**src/rtl/logic_pkg.sv**
```systemverilog
// logic_pkg: shared definitions for the pipelined bitwise logic unit.
//   LOGIC_OP_W     : width of the operation select field.
//   OP_AND..OP_PASS: operation select encodings.
package logic_pkg;

  localparam int LOGIC_OP_W = 3;

  localparam logic [LOGIC_OP_W-1:0] OP_AND  = 3'd0;
  localparam logic [LOGIC_OP_W-1:0] OP_OR   = 3'd1;
  localparam logic [LOGIC_OP_W-1:0] OP_XOR  = 3'd2;
  localparam logic [LOGIC_OP_W-1:0] OP_NAND = 3'd3;
  localparam logic [LOGIC_OP_W-1:0] OP_NOR  = 3'd4;
  localparam logic [LOGIC_OP_W-1:0] OP_XNOR = 3'd5;
  localparam logic [LOGIC_OP_W-1:0] OP_NOT  = 3'd6;
  localparam logic [LOGIC_OP_W-1:0] OP_PASS = 3'd7;

endpackage

```
**src/rtl/logic_unit_pipe_elastic_slot.sv**
```systemverilog
// elastic_slot: one-entry valid/ready register slice.
//   clk, rst            : clock, asynchronous active-high reset
//   in_valid/in_ready   : upstream handshake, in_data payload
//   out_valid/out_ready : downstream handshake, out_data payload
// The slot loads when empty or when its current entry leaves in the same
// cycle, so a chain of slots sustains one beat per cycle. CLR_DATA selects
// whether the payload register is cleared by reset (needed only where the
// payload is directly visible at the block boundary).
module elastic_slot #(
  parameter int DATA_W   = 8,
  parameter bit CLR_DATA = 1'b0
) (
  input  logic              clk,
  input  logic              rst,
  input  logic              in_valid,
  output logic              in_ready,
  input  logic [DATA_W-1:0] in_data,
  output logic              out_valid,
  input  logic              out_ready,
  output logic [DATA_W-1:0] out_data
);

  logic              vld_q;
  logic [DATA_W-1:0] data_q;
  logic              load;

  assign in_ready = ~vld_q | out_ready;
  assign load     = in_valid & in_ready;

  always_ff @(posedge clk or posedge rst) begin
    if (rst) begin
      vld_q <= 1'b0;
    end else if (in_ready) begin
      vld_q <= in_valid;
    end
  end

  generate
    if (CLR_DATA) begin : g_clr
      always_ff @(posedge clk or posedge rst) begin
        if (rst) begin
          data_q <= '0;
        end else if (load) begin
          data_q <= in_data;
        end
      end
    end else begin : g_hold
      always_ff @(posedge clk) begin
        if (load) begin
          data_q <= in_data;
        end
      end
    end
  endgenerate

  assign out_valid = vld_q;
  assign out_data  = data_q;

endmodule

```
**src/rtl/logic_unit_pipe.sv**
```systemverilog
// logic_unit_pipe: two-stage elastic bitwise logic unit.
//   clk, rst            : clock, asynchronous active-high reset
//   in_valid/in_ready   : operand beat handshake; op, in0, in1 sampled on accept
//   out_valid/out_ready : result beat handshake
//   out                 : WIDTH-bit result f(op, in0, in1)
//   zero/all_ones/parity: reductions of out (NOR, AND, XOR)
// Stage 1 registers the bitwise result, stage 2 registers the result together
// with its flags. All outputs except in_ready come straight from registers.
module logic_unit_pipe
  import logic_pkg::*;
#(
  parameter int WIDTH = 16
) (
  input  logic                  clk,
  input  logic                  rst,
  input  logic                  in_valid,
  output logic                  in_ready,
  input  logic [LOGIC_OP_W-1:0] op,
  input  logic [WIDTH-1:0]      in0,
  input  logic [WIDTH-1:0]      in1,
  output logic                  out_valid,
  input  logic                  out_ready,
  output logic [WIDTH-1:0]      out,
  output logic                  zero,
  output logic                  all_ones,
  output logic                  parity
);

  function automatic logic [WIDTH-1:0] logic_op(input logic [LOGIC_OP_W-1:0] sel,
                                                input logic [WIDTH-1:0]      a,
                                                input logic [WIDTH-1:0]      b);
    logic [WIDTH-1:0] r;
    case (sel)
      OP_AND:  r = a & b;
      OP_OR:   r = a | b;
      OP_XOR:  r = a ^ b;
      OP_NAND: r = ~(a & b);
      OP_NOR:  r = ~(a | b);
      OP_XNOR: r = ~(a ^ b);
      OP_NOT:  r = ~a;
      default: r = a;  // OP_PASS
    endcase
    return r;
  endfunction

  // Holds in_ready low during reset and until the first edge after release.
  logic live;

  always_ff @(posedge clk or posedge rst) begin
    if (rst) begin
      live <= 1'b0;
    end else begin
      live <= 1'b1;
    end
  end

  logic [WIDTH-1:0] res_p0;
  logic [WIDTH-1:0] res_p1;
  logic             vld_p1;
  logic             s1_ready;
  logic             s2_ready;
  logic [WIDTH+2:0] pkt_p1;
  logic [WIDTH+2:0] pkt_p2;

  // ---- stage 0 -> 1: operation decode ----
  assign res_p0   = logic_op(op, in0, in1);
  assign in_ready = live & s1_ready;

  elastic_slot #(
    .DATA_W  (WIDTH),
    .CLR_DATA(1'b0)
  ) u_s1 (
    .clk      (clk),
    .rst      (rst),
    .in_valid (in_valid & live),
    .in_ready (s1_ready),
    .in_data  (res_p0),
    .out_valid(vld_p1),
    .out_ready(s2_ready),
    .out_data (res_p1)
  );

  // ---- stage 1 -> 2: flag reduction, packed above the result ----
  assign pkt_p1 = {~|res_p1, &res_p1, ^res_p1, res_p1};

  elastic_slot #(
    .DATA_W  (WIDTH + 3),
    .CLR_DATA(1'b1)
  ) u_s2 (
    .clk      (clk),
    .rst      (rst),
    .in_valid (vld_p1),
    .in_ready (s2_ready),
    .in_data  (pkt_p1),
    .out_valid(out_valid),
    .out_ready(out_ready),
    .out_data (pkt_p2)
  );

  // ---- stage 2: registered outputs ----
  assign {zero, all_ones, parity, out} = pkt_p2;

endmodule

```
**config.mk**
```make
export PLATFORM = sky130hd
export DESIGN_NAME = logic_unit_pipe
export DESIGN_NICKNAME = d
export VERILOG_FILES = /design/src/rtl/logic_pkg.sv /design/src/rtl/logic_unit_pipe_elastic_slot.sv /design/src/rtl/logic_unit_pipe.sv
export SDC_FILE = /design/constraint.sdc
export NUM_CORES = 1
export LEC_CHECK = 0
export ABC_AREA = 1
export ABC_CLOCK_PERIOD_IN_PS = 1500
export CELL_PAD_IN_SITES_DETAIL_PLACEMENT = 1
export CELL_PAD_IN_SITES_GLOBAL_PLACEMENT = 1
export CORE_MARGIN = 3
export CORE_UTILIZATION = 38
export CTS_CLUSTER_DIAMETER = 120
export CTS_CLUSTER_SIZE = 28
export DETAILED_ROUTE_END_ITERATION = 8
export MAX_ROUTING_LAYER = met4
export PLACE_DENSITY_LB_ADDON = 0.1
export SYNTH_ARGS = -nofsm -noshare
export SYNTH_HDL_FRONTEND = slang
export SYNTH_SLANG_ARGS = --single-unit
```
**constraint.sdc**
```tcl
create_clock -name clk -period 1.5 [get_ports clk]
set_input_delay 0.3 -clock clk [delete_from_list [all_inputs] [get_ports clk]]
set_output_delay 0.3 -clock clk [all_outputs]
set_load 0.005 [all_outputs]
```
Word level (Yosys, flattened, before mapping)
Cells that the tools add are included.
W data, S select, Z words.
{ "word_totals": {"ff_bits": 38, "inputBits": 39, "out_inout_bits": 21, "word_cells": 32} }
{ "op_classes": {"eq_ne": 6, "n_mux": 1, "n_bitwise": 15, "reduce_logical": 5} }
{ "ops": {"columns": ["op", "n"], "rows": [
  ["$pmux W16 S7", 1],
  ["$not A16 Y16", 4],
  ["$and A16 B16 Y16", 1],
  ["$or A16 B16 Y16", 1],
  ["$reduce_and A16 Y1", 1],
  ["$reduce_or A16 Y1", 1],
  ["$reduce_xor A16 Y1", 1],
  ["$xor A16 B16 Y16", 1],
  ["$eq A3 B3 Y1 const B", 3],
  ["$eq A3 B2 Y1 const B", 2],
  ["$and A1 B1 Y1", 4],
  ["$eq A3 B1 Y1 const B", 1],
  ["$logic_not A3 Y1", 1],
  ["$not A1 Y1", 2],
  ["$or A1 B1 Y1", 2],
  ["$logic_not A1 Y1", 1]
]} }

Logic depth before layout (Yosys ltp)
Gate-level depths: netlist of run 1.
{ "logic_depth": {"depth_word": 4, "depth_mapped": 10, "ltp_nobuf": 10} }

Modules after synthesis
From an unflattened synthesis of run 1, not the netlist that was laid out.
{ "unflattened": {"hier_cells": 541, "area_unflattened_um2": 3644.7} }
{ "by_module_without_submodules": {"columns": ["module", "n_inst", "cells_each", "area_each_um2", "seq_area_each_um2"], "rows": [
  ["logic_unit_pipe", 1, 430, 2282.2, 25.0],
  ["elastic_slot (u_s2)", 1, 88, 833.3, 500.5],
  ["elastic_slot (u_s1)", 1, 23, 529.3, 505.5]
]} }

Worst setup path after synthesis of run 1
No wires, ideal clock.
{ "synth_path": {"path_type": "flip-flop to flip-flop", "start": "reg u_s2.vld_q (netlist: u_s2.out_valid)", "end": "reg u_s1.data_q[0] (netlist: u_s1.out_data[0]) (enable)", "setup_ps": 364, "arrival_ps": 1010, "required_time_ps": 1136, "slack_ps": 126, "stages_incl_launch_ff": 6, "n_path_buf": 0, "period_less_slack_ps": 1374, "cell_sequence": "dfrtp_1 > nand3_1 > nand2_1 > inv_1 > nand2_1 > inv_1"} }
{ "synth_via": {"elab_chain_cells": 4} }
{ "synth_rtl": {"columns": ["item", "line_no", "rtl"], "rows": [
  ["start: declaration", "logic_unit_pipe_elastic_slot.sv:23", "logic vld_q;"],
  ["start signal: assignment", "logic_unit_pipe_elastic_slot.sv:34", "vld_q <= in_valid;"],
  ["$not A1 Y1", "logic_unit_pipe_elastic_slot.sv:27", "assign in_ready = ~vld_q | out_ready;"],
  ["$or A1 B1 Y1 (2 in a row)", "logic_unit_pipe_elastic_slot.sv:27", null],
  ["$and A1 B1 Y1", "logic_unit_pipe_elastic_slot.sv:28", "assign load = in_valid & in_ready;"],
  ["via u_s1.load", "logic_unit_pipe_elastic_slot.sv:25", "logic load;"],
  ["end signal: assignment", "logic_unit_pipe_elastic_slot.sv:50", "data_q <= in_data;"],
  ["end: declaration", "logic_unit_pipe_elastic_slot.sv:24", "logic [DATA_W-1:0] data_q;"]
]} }
The timed path passes the listed nets, and every way through them passes these cells.
A chain may end at the register's enable or synchronous reset.

Worst setup path after layout of run 1
{ "layout_path": {"start": "in in0[2]", "end": "reg u_s1.data_q[2] (netlist: u_s1.out_data[2]) (data pin)"} }
{ "layout_via": {"elab_chain_cells": 3, "elab_cells_between_ends": 8, "cone_classes": "mux (1); bitwise (7)"} }
{ "layout_rtl": {"columns": ["item", "line_no", "rtl"], "rows": [
  ["start: declaration", "logic_unit_pipe.sv:19", "input logic [WIDTH-1:0] in0,"],
  ["$xor A16 B16 Y16 (tied with other cells)", "logic_unit_pipe.sv:36, logic_unit_pipe.sv:39", null],
  ["$not A16 Y16, on equally long branches", "logic_unit_pipe.sv:39, logic_unit_pipe.sv:37, logic_unit_pipe.sv:38", null],
  ["$pmux W16 S7 (*)", "logic_unit_pipe.sv:33", "case (sel)"],
  ["via res_p0[2]", "logic_unit_pipe.sv:57", "logic [WIDTH-1:0] res_p0;"]
]} }
Mark *: on every way through the listed nets, which the timed path passes. The rest lies on a longest branch.

==> results of run 1 <==
-- kinds of logic after synthesis --
family / count (synthesis) / synth area share, %
adder cells (fa/ha/maj): 48 / 18.9
other: 1 / 0.118
flip-flops: 38 / 32.5
AO/OA/AOI/OAI: 67 / 11.3
XOR/XNOR: 1 / 0.276
AND/OR/NAND/NOR: 186 / 24.8
buffers and inverters: 97 / 12.1
-- metrics by stage --
| step | setup TNS [ns] | power, mW | instance area (um2) | hold slack [ns] |
|---|---|---|---|---|
| floorplan | 0 | 1.87 | 3180 | 0.289 |
| detailed placement | -11.26 | 2.52 | 4210 | 0.472 |
| finish | -0.0103 | 3.36 | 4600 | 0.343 |
| CTS | 0 | 3.29 | 4380 | 0.349 |
| global placement | -8.86 | 2.45 | 4210 | 0.457 |
| global route | -0.139 | 3.58 | 4600 | 0.374 |
-- final cells by class --
class,instances,area (um2),share of cell area [%]
inverters,81,304,6.62
multi-input cells,303,1920,41.8
flip-flops and latches,38,1030,22.4
well taps,102,128,2.78
clock buffers,7,86.3,1.88
clock inverters,1,5.00,0.109
repair buffers,113,1120,24.4
-- sequential cells by signal (all words and copies together) (netlist names) --
signal	cells
u_s2.out_data	19
u_s1.out_data	16
live	1
u_s1.out_valid	1
u_s2.out_valid	1
-- synthesized netlist by cell type --
library cell	number	area, um2
nand3_2	1	10.0
inv_2	2	7.51
nand4_1	4	25.0
buf_6	1	11.3
o21ai_0	48	240
nor2_4	1	11.3
ha_1	48	601
inv_1	79	297
buf_2	8	40.0
dfrtp_1	22	551
nand3_1	52	260
o31ai_1	2	15.0
a21oi_1	1	5.00
xnor2_1	1	8.76
nand2_1	76	285
nor2_1	52	195
clkbuf_1	6	22.5
o22ai_1	16	100
buf_4	1	7.51
conb_1	1	3.75
edfxtp_1	16	480
-- where the power goes --
part	internal (mW)	switching, mW	leakage, nW	total, mW
sequential	1.25	0.0827	0.425	1.33
clock	0.371	0.373	0.0482	0.744
combinational	0.673	0.614	1.87	1.29
-- worst max-delay path: stages --
cell,delay [ns]
clkdlybuf4s50_1,0.41
buf_4,0.15
ha_1,0.20
nand3_1,0.07
o21ai_0,0.12
nor2_1,0.17
nand3_1,0.12
-- repair_timing --
| action | CTS | global route |
|---|---|---|
| resized for setup | 15 | 31 |
| pin swaps | 2 | 8 |
| endpoints found under the setup margin | 19 | 20 |
| endpoints found under the hold margin | 0 | 0 |
| buffers inserted | 6 | 8 |
-- metal layers --
metal / up-vias / part of all wire, % / global-route usage [%]
li1: 1615 / - / -
met2: 61 / 55 / 37.7
met3: 7 / 3.0 / 2.30
met4: 0 / 1.0 / 5.22
met5: - / 0 / -
met1: 1568 / 41 / 23.5
-- cell usage in the layout, fill, tap and decap left out --
cell type and n:
a21oi_1 1, buf_12 9, buf_2 1, buf_4 45, clkbuf_1 1, clkbuf_8 6
clkdlybuf4s50_1 47, clkinv_2 1, conb_1 1, dfrtp_1 22, dlygate4sd2_1 3, dlymetal6s2s_1 8
edfxtp_1 16, ha_1 38, ha_4 10, inv_1 67, inv_2 14, nand2_1 76
nand3_1 49, nand3_2 4, nand4_1 4, nor2_1 51, nor2_2 1, nor2_4 1
o21ai_0 45, o21ai_1 3, o22ai_1 16, o31ai_1 2, xnor2_4 1
-- worst paths after layout --
check,start,endpoint
worst min-delay path,rst,u_s2.out_data[18]
worst max register to register,u_s1.out_data[11],u_s2.out_data[16]
worst min register to register,u_s2.out_data[4],u_s2.out_data[4]
worst max-delay path,in0[2],u_s1.out_data[2]
min in group clk,u_s2.out_data[4],u_s2.out_data[4]
max in group asynchronous,rst,u_s2.out_data[2]
==> key figures, run 1 <==
Worst setup path
  – Crit-path max FO: 3
  – CP Capture Type: flip-flop
  – Worst Setup Start Kind: input port
  – Worst EP arrival: 1.54 ns
  – Crit Path Class: input port to flip-flop
  – Worst-case reg-to-reg path depth: 10
  – Setup slack, reg-to-reg: 0.06 ns
  – Worst Path Required: 1.53 ns

Timing
  – Final Hold Fails: 0
  – Tcrit/Tclk final: 101%
  – Max Slew Vio Count: 0
  – FMAX: 662 MHz
  – Clk_skew: 0.00823 ns
  – Tmin final: 1.51 ns
  – Unrepaired setup endpoints after global routing: true
  – Setup ws final: -0.0103 ns
  – # setup viols final: 1

CTS
  – CTS Hold Bufs: 0
  – Root Driver: clkbuf_8
  – Worst-path clk slew: 0.08 ns
  – Longest Clk Path Bufs: 2
  – CTS Sinks: 38
  – CTS buffer count: 5
  – Worst skew pair latency: 0.29 ns
  – TritonCTS clock tree: done
  – H-tree depth: 2

Global routing
  – Global route overflow: 0
  – Gr usage total: 20.4%
  – Global-route wire length before repair: 15.7 mm
  – Largest net degree at the start of global routing: 38
  – Vias in the first global route: 3411
  – Initial antenna violation count: 0

Floorplanning
  – Die ar.: 9490 um2
  – Die X: 97.4 um
  – Initial Util: 40.1%
  – Die Y: 97.4 um
  – Core Area: 7930 um2
  – I/O pin count: 60
  – # rows: 32

Worst hold path
  – Hold WC Path Type: input port to async pin

Finish
  – Final nets: 629
  – N_diodes: 0
  – Final Non-Filler Cells: 645
  – Post-layout util: 58.0%
  – Fillers: 995
  – Share of layout cells above drive strength 1: 17.1%
  – Synthesis-to-finish area growth: 44.7%

Drt
  – Residual DRC: 0
  – Final WL: 9.93 mm
  – Average wire per standard cell: 15.4 um
  – Drt initial violations: 131
  – Drt pass-1 iters: 4
  – Vias per std cell: 5.04
  – Post-DRT Antenna Nets: 0
  – Total number of vias: 3251

Yosys
  – Syn Std Cell Area: 3180 um2
  – Yosys Warn Count: 0
  – Syn Area/Cell: 7.25 um2
  – Cells after Synth: 438
  – Sequential fraction of the synthesis area: 32.5%
  – Synth Net Count: 525
  – Distinct cells, synth: 21
  – Synth Register Bits: 38

Placement
  – Placed cells: 623
  – Dpl hpwl: 7.38 mm
  – Setup WS pre-CTS: -0.384 ns
  – Placer Congestion: 0.794
  – Port buffer count: 59

Run status
  – Status: complete, but fails checks
  – Failing checks: setup timing

Pwr
  – Max rail drop VDD: 0.000319 V
  – Cell Pwr Density: 732 nW/um2
  – Total leakage power: 2.34 nW

Flow run
  – Max_cap viols: 0
No activity file was read; power rests on OpenSTA's default activity.
==> inputs of run 2 (changes only) <==
- ABC_CLOCK_PERIOD_IN_PS: 1500 -> 1600
- clock period: 1.5 -> 1.6 ns (I/O delays scaled with it)
==> run 2 against run 1 <==
Against the previous run: the run now ends clean; highest routed layer unchanged; count of clock-buffer cells in the layout fell by 1; critical path type unchanged; total power fell by 9.5%; clock power fell by 4.2%.
==> key figures, run 2 (synthesis results as in run 1) <==
CTS
  – Worst-path clk slew: 0.08 ns (about the same)
  – TritonCTS clock tree: done
  – CTS Hold Bufs: 0 (unchanged)
  – CTS buffer count: 5 (unchanged)
  – Worst skew pair latency: 0.29 ns (about the same)
  – Longest Clk Path Bufs: 2 (unchanged)
  – H-tree depth: 2 (unchanged)
  – Root Driver: clkbuf_8
  – CTS Sinks: 38 (unchanged)

Worst setup path
  – Crit-path max FO: 16 (+13)
  – Setup slack, reg-to-reg: 0.10 ns (+0.04 ns)
  – Crit-path cells: clkdlybuf4s50_1 -> inv_2 -> nand3_1 -> buf_12 -> o22ai_1 -> nor2_1 -> nand3_1
  – Most frequent CP cell: nand3_1
  – Worst Setup Start Kind: input port
  – Worst r2r src: u_s1.out_data[14]
  – Crit Path Class: input port to flip-flop
  – Buf+Inv Stages, Crit Path: 3 (+1)
  – CP Capture Type: flip-flop
  – Slowest stage delay, CP: 0.54 ns (+0.13 ns)
  – Worst-case reg-to-reg path depth: 10 (unchanged)
  – Reg-to-reg endpoint: u_s2.out_data[16]
  – Delay-heaviest family, CP: buffers and inverters
  – Worst EP arrival: 1.59 ns (+0.05 ns)
  – Worst Path Required: 1.63 ns (+0.10 ns)
  – Slowest CP cell: clkdlybuf4s50_1

Pwr
  – Total power: 3.05 mW (-9.5%)
  – Max rail drop VDD: 0.000356 V (+12%)
  – Total leakage power: 2.23 nW (-4.8%)
  – Cell Pwr Density: 702 nW/um2 (-4.0%)

Drt
  – Post-DRT Antenna Nets: 0 (unchanged)
  – Average wire per standard cell: 14.6 um (-5.0%)
  – Vias per std cell: 5.10 (+1.1%)
  – Total number of vias: 3217 (-1.0%)
  – Final WL: 9.23 mm (-7.0%)
  – Drt pass-1 iters: 4 (unchanged)
  – Residual DRC: 0 (unchanged)
  – Drt initial violations: 133 (+1.5%)

Global routing
  – Largest net degree at the start of global routing: 38 (unchanged)
  – Gr usage total: 20.2% (-0.23 points)
  – Global-route wire length before repair: 15.5 mm (-0.75%)
  – Vias in the first global route: 3534 (+3.6%)
  – Global route overflow: 0 (unchanged)
  – Initial antenna violation count: 0 (unchanged)

Placement
  – Placer Congestion: 0.857 (+8.0%)
  – Port buffer count: 59 (unchanged)
  – Dpl hpwl: 7.20 mm (-2.5%)

Timing
  – Tcrit/Tclk final: 97.0%
  – Max Slew Vio Count: 0 (unchanged)
  – Clk_skew: 0.00649 ns (-0.00174 ns)
  – Tmin final: 1.55 ns
  – Final Hold Fails: 0 (unchanged)
  – # setup viols final: 0 (-1)
  – FMAX: 644 MHz

Floorplanning
  – # rows: 32 (unchanged)
  – Core Area: 7930 um2 (unchanged)
  – I/O pin count: 60 (unchanged)
  – Die ar.: 9490 um2 (unchanged)
  – Die X: 97.4 um (unchanged)
  – Die Y: 97.4 um (unchanged)
  – Initial Util: 40.1% (unchanged)

Finish
  – Most frequent cells in the layout: 78 x inv_1, 76 x nand2_1, 55 x clkdlybuf4s50_1
  – Max reg flops: 19 (unchanged)
  – Share of layout cells above drive strength 1: 10.8% (-6.4 points)
  – Post-layout util: 54.7% (-3.3 points)
  – N_diodes: 0 (unchanged)
  – Fillers: 1003 (+0.80%)
  – Synthesis-to-finish area growth: 36.5%
  – Commonest non-fill, non-tap cell in the layout: inv_1
  – Final nets: 615 (-2.2%)

Worst hold path
  – Hold WC Path Type: input port to async pin

Run status
  – Status: finished, final reports clean

Flow run
  – Max_cap viols: 0 (unchanged)
-- run 2: changes by cell type in the layout (fill, tap and decap cells not counted), moves of 3 or more --
cell	before	now
buf_4	45	31
inv_1	67	78
inv_2	14	3
ha_1	38	48
ha_4	10	0
clkdlybuf4s50_1	47	55
dlymetal6s2s_1	8	3
dlygate4sd2_1	3	0
-- run 2: worst max path at each step --
| stage | endpoint | slack, ns | from | cells past startpoint |
|---|---|---|---|---|
| after global routing | u_s1.out_data[13] | -0.002 | op[2] | 7 |
| after CTS | in_ready | 0.008 | out_ready | 6 |
| final | u_s1.out_data[6] | 0.05 | op[2] | 7 |
| after detailed placement | in_ready | -0.29 | out_ready | 6 |
| after floorplan | u_s1.out_data[0] | 0.21 | op[2] | 8 |
| after global placement | in_ready | -0.23 | out_ready | 6 |
-- run 2: area by class of cell --
cell class,count,area (um2),area share (%)
repair buffers,99,1010,23.2
clock inverters,2,11.3,0.260
multi-input cells,303,1770,40.9
clock buffers,6,82.6,1.90
inverters,81,304,7.01
well taps,102,128,2.94
flip-flops and latches,38,1030,23.8
-- run 2: power by group --
group / switching [mW] / internal (mW)
Clock: 0.365 / 0.348
Combinational: 0.523 / 0.563
Sequential: 0.0758 / 1.17
-- run 2: repair_timing --
item | 4_1_cts | 5_1_grt
pin swaps | 0 | 0
setup endpoints to repair | 1 | 18
buffers inserted | 0 | 1
resized for setup | 2 | 11
-- run 2: tightest hold or removal path: cells and delay by family --
kind	cells	cell delay, ns
buf+inv	3	0.72
-- run 2: per-stage QoR --
stage	instance area [um2]	cells	hold WS (ns)	worst slack, ns	setup TNS, ns
4_1_cts	4320	630	0.368	0.00830	0
3_3_place_gp	4220	622	0.456	-0.226	-6.73
6_report	4340	631	0.358	0.0478	0
5_1_grt	4340	631	0.373	-0.00196	-0.00196
3_5_place_dp	4220	622	0.473	-0.286	-9.44
2_1_floorplan	3180	438	0.309	0.206	0
-- run 2: per-layer routing --
layer	vias to the layer above	part of all wire (%)	track usage, %
li1	1592	-	-
met1	1544	42	22.2
met2	66	53	37.1
met3	15	3.1	2.80
met4	0	1.7	7.14
met5	-	0	-
==> inputs of run 3 (changes only) <==
- GPL_ROUTABILITY_DRIVEN: unset -> 0
==> results of run 3 <==
Same layout as run 2: the final DEF is identical, and so are final timing and power.
